===== config.mk =====
export PLATFORM = sky130hd
export DESIGN_NAME = timer_cmp_flat
export DESIGN_NICKNAME = d
export VERILOG_FILES = /design/src/rtl/ctrino_timer_pkg.sv /design/src/rtl/timer_cmp_if.sv /design/src/rtl/timer_prescaler.sv /design/src/rtl/timer_cmp.sv /design/src/flat_wrapper.sv
export SDC_FILE = /design/constraint.sdc
export NUM_CORES = 1
export LEC_CHECK = 0
export ABC_AREA = 1
export CAP_MARGIN = 20
export CORE_MARGIN = 4
export CORE_UTILIZATION = 55
export DETAILED_ROUTE_END_ITERATION = 10
export PLACE_DENSITY = 0.84
export SYNTH_ARGS = -nofsm -noshare
export SYNTH_HDL_FRONTEND = slang
export SYNTH_SLANG_ARGS = --single-unit
export TNS_END_PERCENT = 50

===== constraint.sdc =====
create_clock -name clk -period 2.8 [get_ports clk]
set_clock_uncertainty 0.1 [all_clocks]
set_input_delay 0.7 -clock clk [delete_from_list [all_inputs] [get_ports clk]]
set_output_delay 0.7 -clock clk [all_outputs]
set_load 0.02 [all_outputs]

===== src/rtl/ctrino_timer_pkg.sv =====
// Shared types and constants for the timer compare/interrupt stage.
//   Latency: n/a (types, constants and pure helper functions only).
//   Backpressure: n/a.
// Contents: register index enum, FSM state enum, CTRL register layout,
//           compare reset value and register read-word formatting helpers.
package ctrino_timer_pkg;

  // Count/compare width and prescaler width. The compare value is split into
  // two 32-bit register halves, so the width is fixed at 64.
  localparam int TMR_WIDTH   = 64;
  localparam int TMR_PRESC_W = 8;
  localparam int REG_W       = 32;

  // Software register map.
  typedef enum logic [2:0] {
    CMP_LO = 3'd0,
    CMP_HI = 3'd1,
    CTRL   = 3'd2,
    STATUS = 3'd3,
    PER_LO = 3'd4,
    PER_HI = 3'd5
  } reg_addr_e;

  // Compare FSM. The encoding is software-visible in STATUS[2:1].
  typedef enum logic [1:0] {
    IDLE  = 2'd0,
    ARMED = 2'd1,
    FIRED = 2'd2
  } state_e;

  // CTRL register layout: [0] EN, [1] IRQ_EN, [15:8] PRESC; other bits read 0.
  typedef struct packed {
    logic [TMR_PRESC_W-1:0] presc;
    logic [5:0]             rsvd;
    logic                   irq_en;
    logic                   en;
  } ctrl_t;

  // Compare value after reset: all-ones, so nothing fires until software
  // programs a real target.
  localparam logic [TMR_WIDTH-1:0] CMP_RESET = '1;

  // CTRL read word: the struct occupies the low 16 bits.
  function automatic logic [REG_W-1:0] ctrl_word(input ctrl_t c);
    return {16'b0, c};
  endfunction

  // STATUS read word: [0] PEND, [2:1] FSM state.
  function automatic logic [REG_W-1:0] status_word(input state_e s, input logic pend);
    return {29'b0, s, pend};
  endfunction

endpackage


===== src/rtl/timer_cmp_if.sv =====
// Software register port of the timer compare stage.
//   Latency: read data one cycle after rd_addr; writes take effect on the strobe edge.
//   Backpressure: none; every write strobe and every read address is accepted.
// Signals: wr_en/wr_addr/wr_data (write strobe, index, data),
//          rd_addr (read index), rd_data (registered read data).
interface timer_cmp_if;
  logic        wr_en;
  logic [2:0]  wr_addr;
  logic [31:0] wr_data;
  logic [2:0]  rd_addr;
  logic [31:0] rd_data;

  // Software side (bus master / testbench).
  modport master (
    output wr_en,
    output wr_addr,
    output wr_data,
    output rd_addr,
    input  rd_data
  );

  // Timer side.
  modport slave (
    input  wr_en,
    input  wr_addr,
    input  wr_data,
    input  rd_addr,
    output rd_data
  );
endinterface


===== src/rtl/timer_prescaler.sv =====
// Prescaler: produces a one-cycle tick every presc+1 cycles while en is high.
//   Latency: tick is combinational from the count register and en; first tick presc+1 cycles after en rises.
//   Backpressure: none; en low clears the count and forces tick low.
// Ports: clk, reset (sync, active-high), en (run), presc (period-1), tick (enable pulse).
module timer_prescaler #(
  parameter int W = 8
) (
  input  logic         clk,
  input  logic         reset,
  input  logic         en,
  input  logic [W-1:0] presc,
  output logic         tick
);

  logic [W-1:0] cnt_q;

  // Gating with en keeps tick low on the cycle EN drops, before cnt clears.
  assign tick = en && (cnt_q == presc);

  always_ff @(posedge clk) begin
    if (reset || !en) begin
      cnt_q <= '0;
    end else if (tick) begin
      cnt_q <= '0;
    end else begin
      cnt_q <= cnt_q + 1'b1;
    end
  end

endmodule


===== src/rtl/timer_cmp.sv =====
// Timer compare/interrupt stage: prescaled tick to the counter, 64-bit compare, level irq.
//   Latency: irq_o one cycle after the matching count_i; rd_data one cycle after rd_addr.
//   Backpressure: none; register writes and acks are always accepted.
// Ports: clk, reset (sync, active-high); count_i (counter value); tick_o (counter enable pulse);
//        bus (register write/read port, slave side); irq_o (level interrupt); irq_ack_i (ack pulse).
// Build option: TIMER_PERIODIC_EN adds the period register (PER_LO/PER_HI) and auto-reload.
module timer_cmp
  import ctrino_timer_pkg::*;
#(
  parameter int WIDTH   = TMR_WIDTH,
  parameter int PRESC_W = TMR_PRESC_W
) (
  input  logic             clk,
  input  logic             reset,
  input  logic [WIDTH-1:0] count_i,
  output logic             tick_o,
  timer_cmp_if.slave       bus,
  output logic             irq_o,
  input  logic             irq_ack_i
);

  // ---------------------------------------------------------------------
  // State
  // ---------------------------------------------------------------------
  logic [WIDTH-1:0] cmp_q,  cmp_d;
  logic [REG_W-1:0] lo_q,   lo_d;
  ctrl_t            ctrl_q, ctrl_d;
  logic             pend_q, pend_d;
  logic             irq_q;
  logic [REG_W-1:0] rd_q,   rd_d;
  state_e           state_q, state_d;

  // ---------------------------------------------------------------------
  // Write decode
  // ---------------------------------------------------------------------
  logic lo_wr, commit, ctrl_wr, stat_wr;

  assign lo_wr   = bus.wr_en && (bus.wr_addr == CMP_LO);
  assign commit  = bus.wr_en && (bus.wr_addr == CMP_HI);
  assign ctrl_wr = bus.wr_en && (bus.wr_addr == CTRL);
  assign stat_wr = bus.wr_en && (bus.wr_addr == STATUS);

  // ---------------------------------------------------------------------
  // Compare. Only ARMED compares, so a count that wraps or counts back
  // down past cmp while FIRED cannot raise a second event.
  // ---------------------------------------------------------------------
  logic fire;
  logic reload;

  assign fire = (state_q == ARMED) && (count_i >= cmp_q);

`ifdef TIMER_PERIODIC_EN
  // Period register: PER_LO stages, PER_HI commits both halves together.
  logic [REG_W-1:0] per_lo_q;
  logic [WIDTH-1:0] period_q;

  always_ff @(posedge clk) begin
    if (reset) begin
      per_lo_q <= '0;
      period_q <= '0;
    end else if (bus.wr_en && (bus.wr_addr == PER_LO)) begin
      per_lo_q <= bus.wr_data;
    end else if (bus.wr_en && (bus.wr_addr == PER_HI)) begin
      period_q <= {bus.wr_data, per_lo_q};
    end
  end

  // A zero period degenerates to one-shot behaviour.
  assign reload = fire && (period_q != '0);
`else
  assign reload = 1'b0;
`endif

  // ---------------------------------------------------------------------
  // Register next-state
  // ---------------------------------------------------------------------
  always_comb begin
    lo_d   = lo_q;
    cmp_d  = cmp_q;
    ctrl_d = ctrl_q;
    pend_d = pend_q;

    if (lo_wr) begin
      lo_d = bus.wr_data;
    end

    // A software commit overrides an auto-reload in the same cycle: the
    // freshly written target is what software expects to be armed.
    if (commit) begin
      cmp_d = {bus.wr_data, lo_q};
    end
`ifdef TIMER_PERIODIC_EN
    else if (reload) begin
      cmp_d = cmp_q + period_q;
    end
`endif

    if (ctrl_wr) begin
      ctrl_d.presc  = bus.wr_data[8 +: TMR_PRESC_W];
      ctrl_d.rsvd   = '0;
      ctrl_d.irq_en = bus.wr_data[1];
      ctrl_d.en     = bus.wr_data[0];
    end

    // Clear first, then fire, so a fire coinciding with a clear is not lost.
    if (irq_ack_i || (stat_wr && bus.wr_data[0])) begin
      pend_d = 1'b0;
    end
    if (fire) begin
      pend_d = 1'b1;
    end
  end

  always_ff @(posedge clk) begin
    if (reset) begin
      lo_q   <= '0;
      cmp_q  <= CMP_RESET;
      ctrl_q <= '0;
      pend_q <= 1'b0;
      irq_q  <= 1'b0;
    end else begin
      lo_q   <= lo_d;
      cmp_q  <= cmp_d;
      ctrl_q <= ctrl_d;
      pend_q <= pend_d;
      // Built from next-state values so irq_o lines up with PEND.
      irq_q  <= pend_d && ctrl_d.irq_en;
    end
  end

  assign irq_o = irq_q;

  // ---------------------------------------------------------------------
  // FSM
  // ---------------------------------------------------------------------
  always_ff @(posedge clk) begin
    if (reset) begin
      state_q <= IDLE;
    end else begin
      state_q <= state_d;
    end
  end

  always_comb begin
    state_d = state_q;
    if (ctrl_wr && !bus.wr_data[0]) begin
      // Disabling always parks the FSM; PEND is left for software.
      state_d = IDLE;
    end else begin
      case (state_q)
        IDLE: begin
          if ((commit && ctrl_q.en) || (ctrl_wr && bus.wr_data[0] && !ctrl_q.en)) begin
            state_d = ARMED;
          end
        end
        ARMED: begin
          // Reload or a fresh commit keeps the compare live.
          if (fire && !reload && !commit) begin
            state_d = FIRED;
          end
        end
        FIRED: begin
          if (commit) begin
            state_d = ARMED;
          end
        end
        default: state_d = IDLE;
      endcase
    end
  end

  // ---------------------------------------------------------------------
  // Read port: sampled from current register values, so a same-cycle write
  // to the read address shows up one read later.
  // ---------------------------------------------------------------------
  always_comb begin
    rd_d = '0;
    case (bus.rd_addr)
      CMP_LO:  rd_d = cmp_q[REG_W-1:0];
      CMP_HI:  rd_d = cmp_q[WIDTH-1:REG_W];
      CTRL:    rd_d = ctrl_word(ctrl_q);
      STATUS:  rd_d = status_word(state_q, pend_q);
`ifdef TIMER_PERIODIC_EN
      PER_LO:  rd_d = period_q[REG_W-1:0];
      PER_HI:  rd_d = period_q[WIDTH-1:REG_W];
`endif
      default: rd_d = '0;
    endcase
  end

  always_ff @(posedge clk) begin
    if (reset) begin
      rd_q <= '0;
    end else begin
      rd_q <= rd_d;
    end
  end

  assign bus.rd_data = rd_q;

  // ---------------------------------------------------------------------
  // Prescaler
  // ---------------------------------------------------------------------
  timer_prescaler #(
    .W (PRESC_W)
  ) u_presc (
    .clk   (clk),
    .reset (reset),
    .en    (ctrl_q.en),
    .presc (ctrl_q.presc),
    .tick  (tick_o)
  );

endmodule


===== src/flat_wrapper.sv =====
// flat-port wrapper written by rule: the top's interface ports become plain ports
module timer_cmp_flat import ctrino_timer_pkg::*;
#(
  parameter int WIDTH   = TMR_WIDTH,
  parameter int PRESC_W = TMR_PRESC_W
)
  (clk, reset, count_i, tick_o, irq_o, irq_ack_i, bus_wr_en, bus_wr_addr, bus_wr_data, bus_rd_addr, bus_rd_data);
  timer_cmp_if bus_i ();
  input  logic clk;
  input  logic reset;
  input  logic [WIDTH-1:0] count_i;
  output logic tick_o;
  output logic irq_o;
  input  logic irq_ack_i;
  input wire logic [$bits(bus_i.wr_en)-1:0] bus_wr_en;
  input wire logic [$bits(bus_i.wr_addr)-1:0] bus_wr_addr;
  input wire logic [$bits(bus_i.wr_data)-1:0] bus_wr_data;
  input wire logic [$bits(bus_i.rd_addr)-1:0] bus_rd_addr;
  output wire logic [$bits(bus_i.rd_data)-1:0] bus_rd_data;
  assign bus_i.wr_en = bus_wr_en;
  assign bus_i.wr_addr = bus_wr_addr;
  assign bus_i.wr_data = bus_wr_data;
  assign bus_i.rd_addr = bus_rd_addr;
  assign bus_rd_data = bus_i.rd_data;
  timer_cmp #(.WIDTH(WIDTH), .PRESC_W(PRESC_W)) u_core (.clk(clk), .reset(reset), .count_i(count_i), .tick_o(tick_o), .bus(bus_i), .irq_o(irq_o), .irq_ack_i(irq_ack_i));
endmodule

Yosys cells after proc, flatten, opt, wreduce, memory -nomap -nowiden

Cells that the tools add are included.

Flip-flop bits (word level): 150
Bits of input ports: 106
Output and inout bits: 34

Add/subtract/negate cells: 1
Magnitude comparators: 1
Eq/ne operators: 12
Muxes and demuxes: 8
Reduce and logical (&&, ||, !) cells: 25

Operators with widths:

| kind                                                  | number |
|---|---|
| one-hot mux 32 bit (4 select lines)                   | 1 |
| greater-or-equal comparator 64 bit                    | 1 |
| logical AND 1 bit                                     | 13 |
| == test 3 x 2 -> 1 bit, second input constant         | 4 |
| adder 8 x 1 -> 8 bit, second input constant           | 1 |
| == test 8 bit                                         | 1 |
| 2-to-1 mux 2 bit                                      | 4 |
| == test 3 x 1 -> 1 bit, second input constant         | 2 |
| zero test 3 bit                                       | 2 |
| one-hot mux 2 bit (3 select lines)                    | 1 |
| inequality test 2 x 1 -> 1 bit, second input constant | 2 |
| OR reduction 2 bit                                    | 2 |
| zero test 1 bit                                       | 3 |
| logical OR 1 bit                                      | 3 |
| AND reduction 3 bit                                   | 1 |
| == test 2 x 1 -> 1 bit, second input constant         | 1 |
| == test 2 bit, second input constant                  | 1 |
| zero test 2 bit                                       | 1 |
| 2-to-1 mux 1 bit                                      | 2 |
| inequality test 2 bit, second input constant          | 1 |

Longest topological paths before layout

Gate-level depths: netlist of run 1.

Depth after elaboration: 7
Mapped depth: 18
Depth with buffers taken out: 18

By module

Synthesis of run 1 repeated with hierarchy kept, for this count alone.

Cell total of the unflattened synthesis: 955
Area, all modules: 7429.6 um^2

Modules (own cells, without submodules):

| module          | times used | cells an instance | area each (um^2) |
|---|---|---|---|
| timer_cmp       | 1          | 871               | 6904.1 |
| timer_prescaler | 1          | 84                | 525.5 |

Worst setup path after synthesis of run 1

OpenSTA, ideal clock, no wires.

Path type: input to register
Start: in count_i[55]
End: reg u_core.state_q[0]
Arrival: 1807 ps
Slack: 766 ps
Stages: 12
Buffers on the path: 0
Cell sequence: ha_1 nand2_1 nor2_2 nand2_1 nor3_2 nand2_1 nor2_1 nand2_1 nand2_2 nand2_1 nand2_1 a21oi_1

Longest elaborated chain between the ends: 5

Ends and longest elaborated chain:

| what                               | RTL line           | source |
|---|---|---|
| start: declaration                 | flat_wrapper.sv:11 | `input logic [WIDTH-1:0] count_i;` |
| greater-or-equal comparator 64 bit | timer_cmp.sv:50    | `assign fire = (state_q == ARMED) && (count_i >= cmp_q);` |
| logical AND 1 bit                  | timer_cmp.sv:50    |  |
| logical AND 1 bit                  | timer_cmp.sv:158   | `if (fire && !reload && !commit) begin` |
| inequality test 2 bit (no line)    | n/a                |  |
| AND reduction 3 bit (no line)      | n/a                |  |
| end signal: assignment             | timer_cmp.sv:140   | `state_q <= state_d;` |
| end: declaration                   | timer_cmp.sv:31    | `state_e state_q, state_d;` |

No other way between the ends.
A chain may end at the register's enable or synchronous reset.

Worst setup path in the final report of run 1

Start: reg u_core.u_presc.cnt_q[5]
End: out tick_o

Longest elaborated chain between the ends: 2

Ends and longest elaborated chain:

| what                     | RTL line              | source |
|---|---|---|
| start: declaration       | timer_prescaler.sv:15 | `logic [W-1:0] cnt_q;` |
| start signal: assignment | timer_prescaler.sv:26 | `cnt_q <= cnt_q + 1'b1;` |
| == test 8 bit            | timer_prescaler.sv:18 | `assign tick = en && (cnt_q == presc);` |
| logical AND 1 bit        | timer_prescaler.sv:18 |  |
| end: declaration         | flat_wrapper.sv:12    | `output logic tick_o;` |

No other way between the ends.

==> results of run 1 <==
-- worst max-delay path, stage by stage, from the launching register on --
cell           delay, ns
dfxtp_1             0.42
o22ai_1             0.10
a221oi_1            0.21
nand3_1             0.15
nor2_1              0.14
dlygate4sd2_1       0.35
-- how the worst min path moves through the flow --
stage	from	to	slack [ns]
after detailed placement	u_core.lo_q[25]	u_core.lo_q[25]	0.33
after global routing	u_core.lo_q[21]	u_core.lo_q[21]	0.35
after CTS	u_core.lo_q[5]	u_core.lo_q[5]	0.34
after global placement	u_core.lo_q[9]	u_core.lo_q[9]	0.33
after floorplan	u_core.lo_q[0]	u_core.lo_q[0]	0.32
final	u_core.lo_q[21]	u_core.lo_q[21]	0.34
-- power breakdown --
part / leakage [uW] / internal (uW) / switching, uW / total [uW]
Sequential: 0.00122 / 2210 / 31.5 / 2240
Combinational: 0.00279 / 304 / 317 / 620
Clock: 0.000281 / 1360 / 866 / 2230
-- what timing repair did --
action / CTS / global route
endpoints found under the setup margin: 1 / 0
hold buffers: 0 / 0
resized for setup: 1 / 0
-- area by class of cell --
type                    count  area, sq um  area share (%)
well taps                 172          215            2.30
flip-flops and latches    150         3000            32.1
clock buffers              25          515            5.51
clock inverters             7         67.6           0.722
multi-input cells         585         3410            36.4
repair buffers            155         1640            17.5
inverters                 138          518            5.53
-- synthesized netlist by cell type (3+ instances only) --
cell / count
nor3_2: 3
nand3_1: 10
ha_1: 65
nor2_1: 47
clkbuf_1: 21
o21ai_1: 7
buf_2: 10
inv_1: 133
nor2_2: 3
nand4_1: 5
xnor2_1: 3
xor2_1: 3
a221oi_1: 3
dfxtp_1: 150
buf_4: 9
o21ai_0: 45
o22ai_1: 4
inv_2: 5
a21oi_1: 91
nand2_1: 207
o211ai_1: 64
o221ai_1: 9
nor3_1: 3
-- kinds of logic (layout without fill, tap and decap cells) --
kind of cell             count (synthesis)  after routing
AO/OA/AOI/OAI                          230            230
XOR/XNOR                                 6              6
adder cells (fa/ha/maj)                 65             65
buffers and inverters                  180            325
flip-flops                             150            150
AND/OR/NAND/NOR                        284            284
-- per-layer routing --
layer / vias up / track usage (%) / part of all wire, %
met2: 238 / 42.3 / 47
met5: - / 0 / 0
met4: 0 / 10.4 / 2.5
met3: 40 / 5.62 / 6.3
met1: 3026 / 32.7 / 44
li1: 3284 / - / -
-- per-stage QoR --
stage	hold slack (ns)	utilization [%]	power, uW
after floorplan	0.323	-	2580
after global placement	0.330	69.3	2880
after detailed placement	0.334	69.3	2900
after CTS	0.344	73.9	5110
after global routing	0.355	73.9	5270
final	0.342	73.9	5090
-- flip-flops by register name (all words and copies together), names as in the netlist --
| signal | count |
|---|---|
| u_core.cmp_q | 64 |
| u_core.irq_o | 1 |
| u_core.u_presc.cnt_q | 8 |
| u_core.bus.rd_data | 32 |
| u_core.lo_q | 32 |
| u_core.pend_q | 1 |
| u_core.state_q | 2 |
| u_core.ctrl_q | 10 |
-- layout by cell type, fill, tap and decap left out, types with 6 or more instances in the layout --
master,Yosys,layout
o221ai_1,9,9
clkbuf_8,0,6
o21ai_1,7,7
nor2_1,47,47
dfxtp_1,150,150
ha_1,65,65
buf_12,0,10
clkbuf_16,0,17
clkdlybuf4s50_1,0,138
nand2_1,207,207
o21ai_0,45,45
buf_4,9,6
inv_2,5,6
inv_1,133,132
a21oi_1,91,91
o211ai_1,64,64
nand3_1,10,10
==> reports/results.tsv, run 1 <==
metric	value	unit
status	finished, final reports clean	
Hold WC Path Type	flip-flop to flip-flop	
cts bufs inserted	17	
DR iter-0 viols	576	
placed insts	1200	
worst vdd rail ir drop	0.000412	V
crit path launch type	flip-flop	
Antenna Nets Post-Route	0	
DR vias/cell	5.35	
final worst slack	0.204	ns
die height	122	um
Reg2Reg Depth	14	
largest net degree at the start of global routing	65	
postcts setup bufs	0	
Total GRT Usage	25.7	%
endpoints failing setup	0	
half-perimeter wire length after placement	13600	um
Root Buffer	clkbuf_16	
# fillers	933	
drt pass-1 iters	5	
final hold violation count	0	
Post-Synthesis Cells	915	
crit path from	u_core.u_presc.cnt_q[5]	
Max Buffers Root-to-Sink	2	
total negative slack	0	ns
Yosys top cell by area	dfxtp_1	
crit path DAT	1.80	ns
Die ar.	0.0148	sq mm
post-synthesis mux area share	0	%
row cnt	41	
pre-CTS setup slack	0.0222	ns
register area share after synthesis	42.1	%
wire length per cell	15.2	um
Req. time, crit path	2.00	ns
TritonCTS Sinks	150	
flop2flop setup slack	0.76	ns
P per Cell Area	544	mW/mm^2
Leak Pwr	0.00430	uW
Congestion Overflow GR	0	
post-route cell area	0.00936	sq mm
main combinational cell family by area after synthesis	compound AO/OA/AOI/OAI gates	
cell area after placement	0.00878	sq mm
Slew @ Worst Pin	0.544	ns
Yosys cell types	35	
fraction of registers with async set/reset	0	%
ys flop type	dfxtp_1	
area delta synth->final	31.4	%
final period utilization	92.7	%
Reg2Reg Launch Point	u_core.cmp_q[30]	
Worst setup EP type	output port	
Setup Crit Path Kind	flip-flop to output port	
MaxCap Viol Count	0	
Top Ports	140	
Worst slew margin	63.7	%
core footprint	0.0127	sq mm
simple-gate portion of the synthesized area	16.2	%
Synth warnings	0	
xor and xnor area share after synthesis	0.738	%
clock slew seen by the registers of the worst setup and hold paths	0.06	ns
PortBufs	139	
final non-filler cell total	1232	
worst-path fanout max	6	
routability cong.	0.860	
H-tree levels	4	
via count	6588	
initial antenna violation count	0	
Synth Area per Inst	7.79	sq um
Post-synth EDFFs	0	
synth top area cells	dfxtp_1 (42%), ha_1 (11%), nand2_1 (11%), inv_1 (7.0%), o211ai_1 (6.7%)	
CTS tree	built	
Synth Register Bits	150	
post-route minimum period	2.60	ns
CP endpoint	tick_o	
post-synthesis net count	1086	
Slew Viols, Final	0	
vias in the first global route	6407	
# DRC	0	
f_max	385	MHz
share of cells above drive strength 1	5.94	%
Synth Area in Adders	11.4	%
final WL	18700	um
Layout Nets	1218	
Synth Area in Compound Gates	19.4	%
RSZ-0062 raised after global routing	false	
Hold Path Stages	2	
Antenna Cells	0	
R2R Path End	u_core.pend_q	
Starting Density	56.2	%
synthesized area	0.00712	sq mm
die width	122	um
clk_lat worst skew	0.42	ns
first-pass GRT wire length	30100	um
top cell type's share of synthesized area	42.1	%
No activity file was read; power rests on OpenSTA's default activity.
==> inputs of run 2 (changes only) <==
--- a/config.mk
+++ b/config.mk
@@ -11,6 +11,7 @@
 export CORE_UTILIZATION = 55
 export DETAILED_ROUTE_END_ITERATION = 10
 export PLACE_DENSITY = 0.84
+export SLEW_MARGIN = 25
 export SYNTH_ARGS = -nofsm -noshare
 export SYNTH_HDL_FRONTEND = slang
 export SYNTH_SLANG_ARGS = --single-unit
==> results of run 2 <==
No change in the layout: final DEF, timing and power equal those of run 1.
==> inputs of run 3 (changes only) <==
--- a/config.mk
+++ b/config.mk
@@ -10,9 +10,10 @@
 export CORE_MARGIN = 4
 export CORE_UTILIZATION = 55
 export DETAILED_ROUTE_END_ITERATION = 10
+export GPL_ROUTABILITY_DRIVEN = 0
 export PLACE_DENSITY = 0.84
 export SLEW_MARGIN = 25
 export SYNTH_ARGS = -nofsm -noshare
 export SYNTH_HDL_FRONTEND = slang
 export SYNTH_SLANG_ARGS = --single-unit
-export TNS_END_PERCENT = 50
+export TNS_END_PERCENT = 20
==> results of run 3 <==
No change in the layout: final DEF, timing and power equal those of run 1.
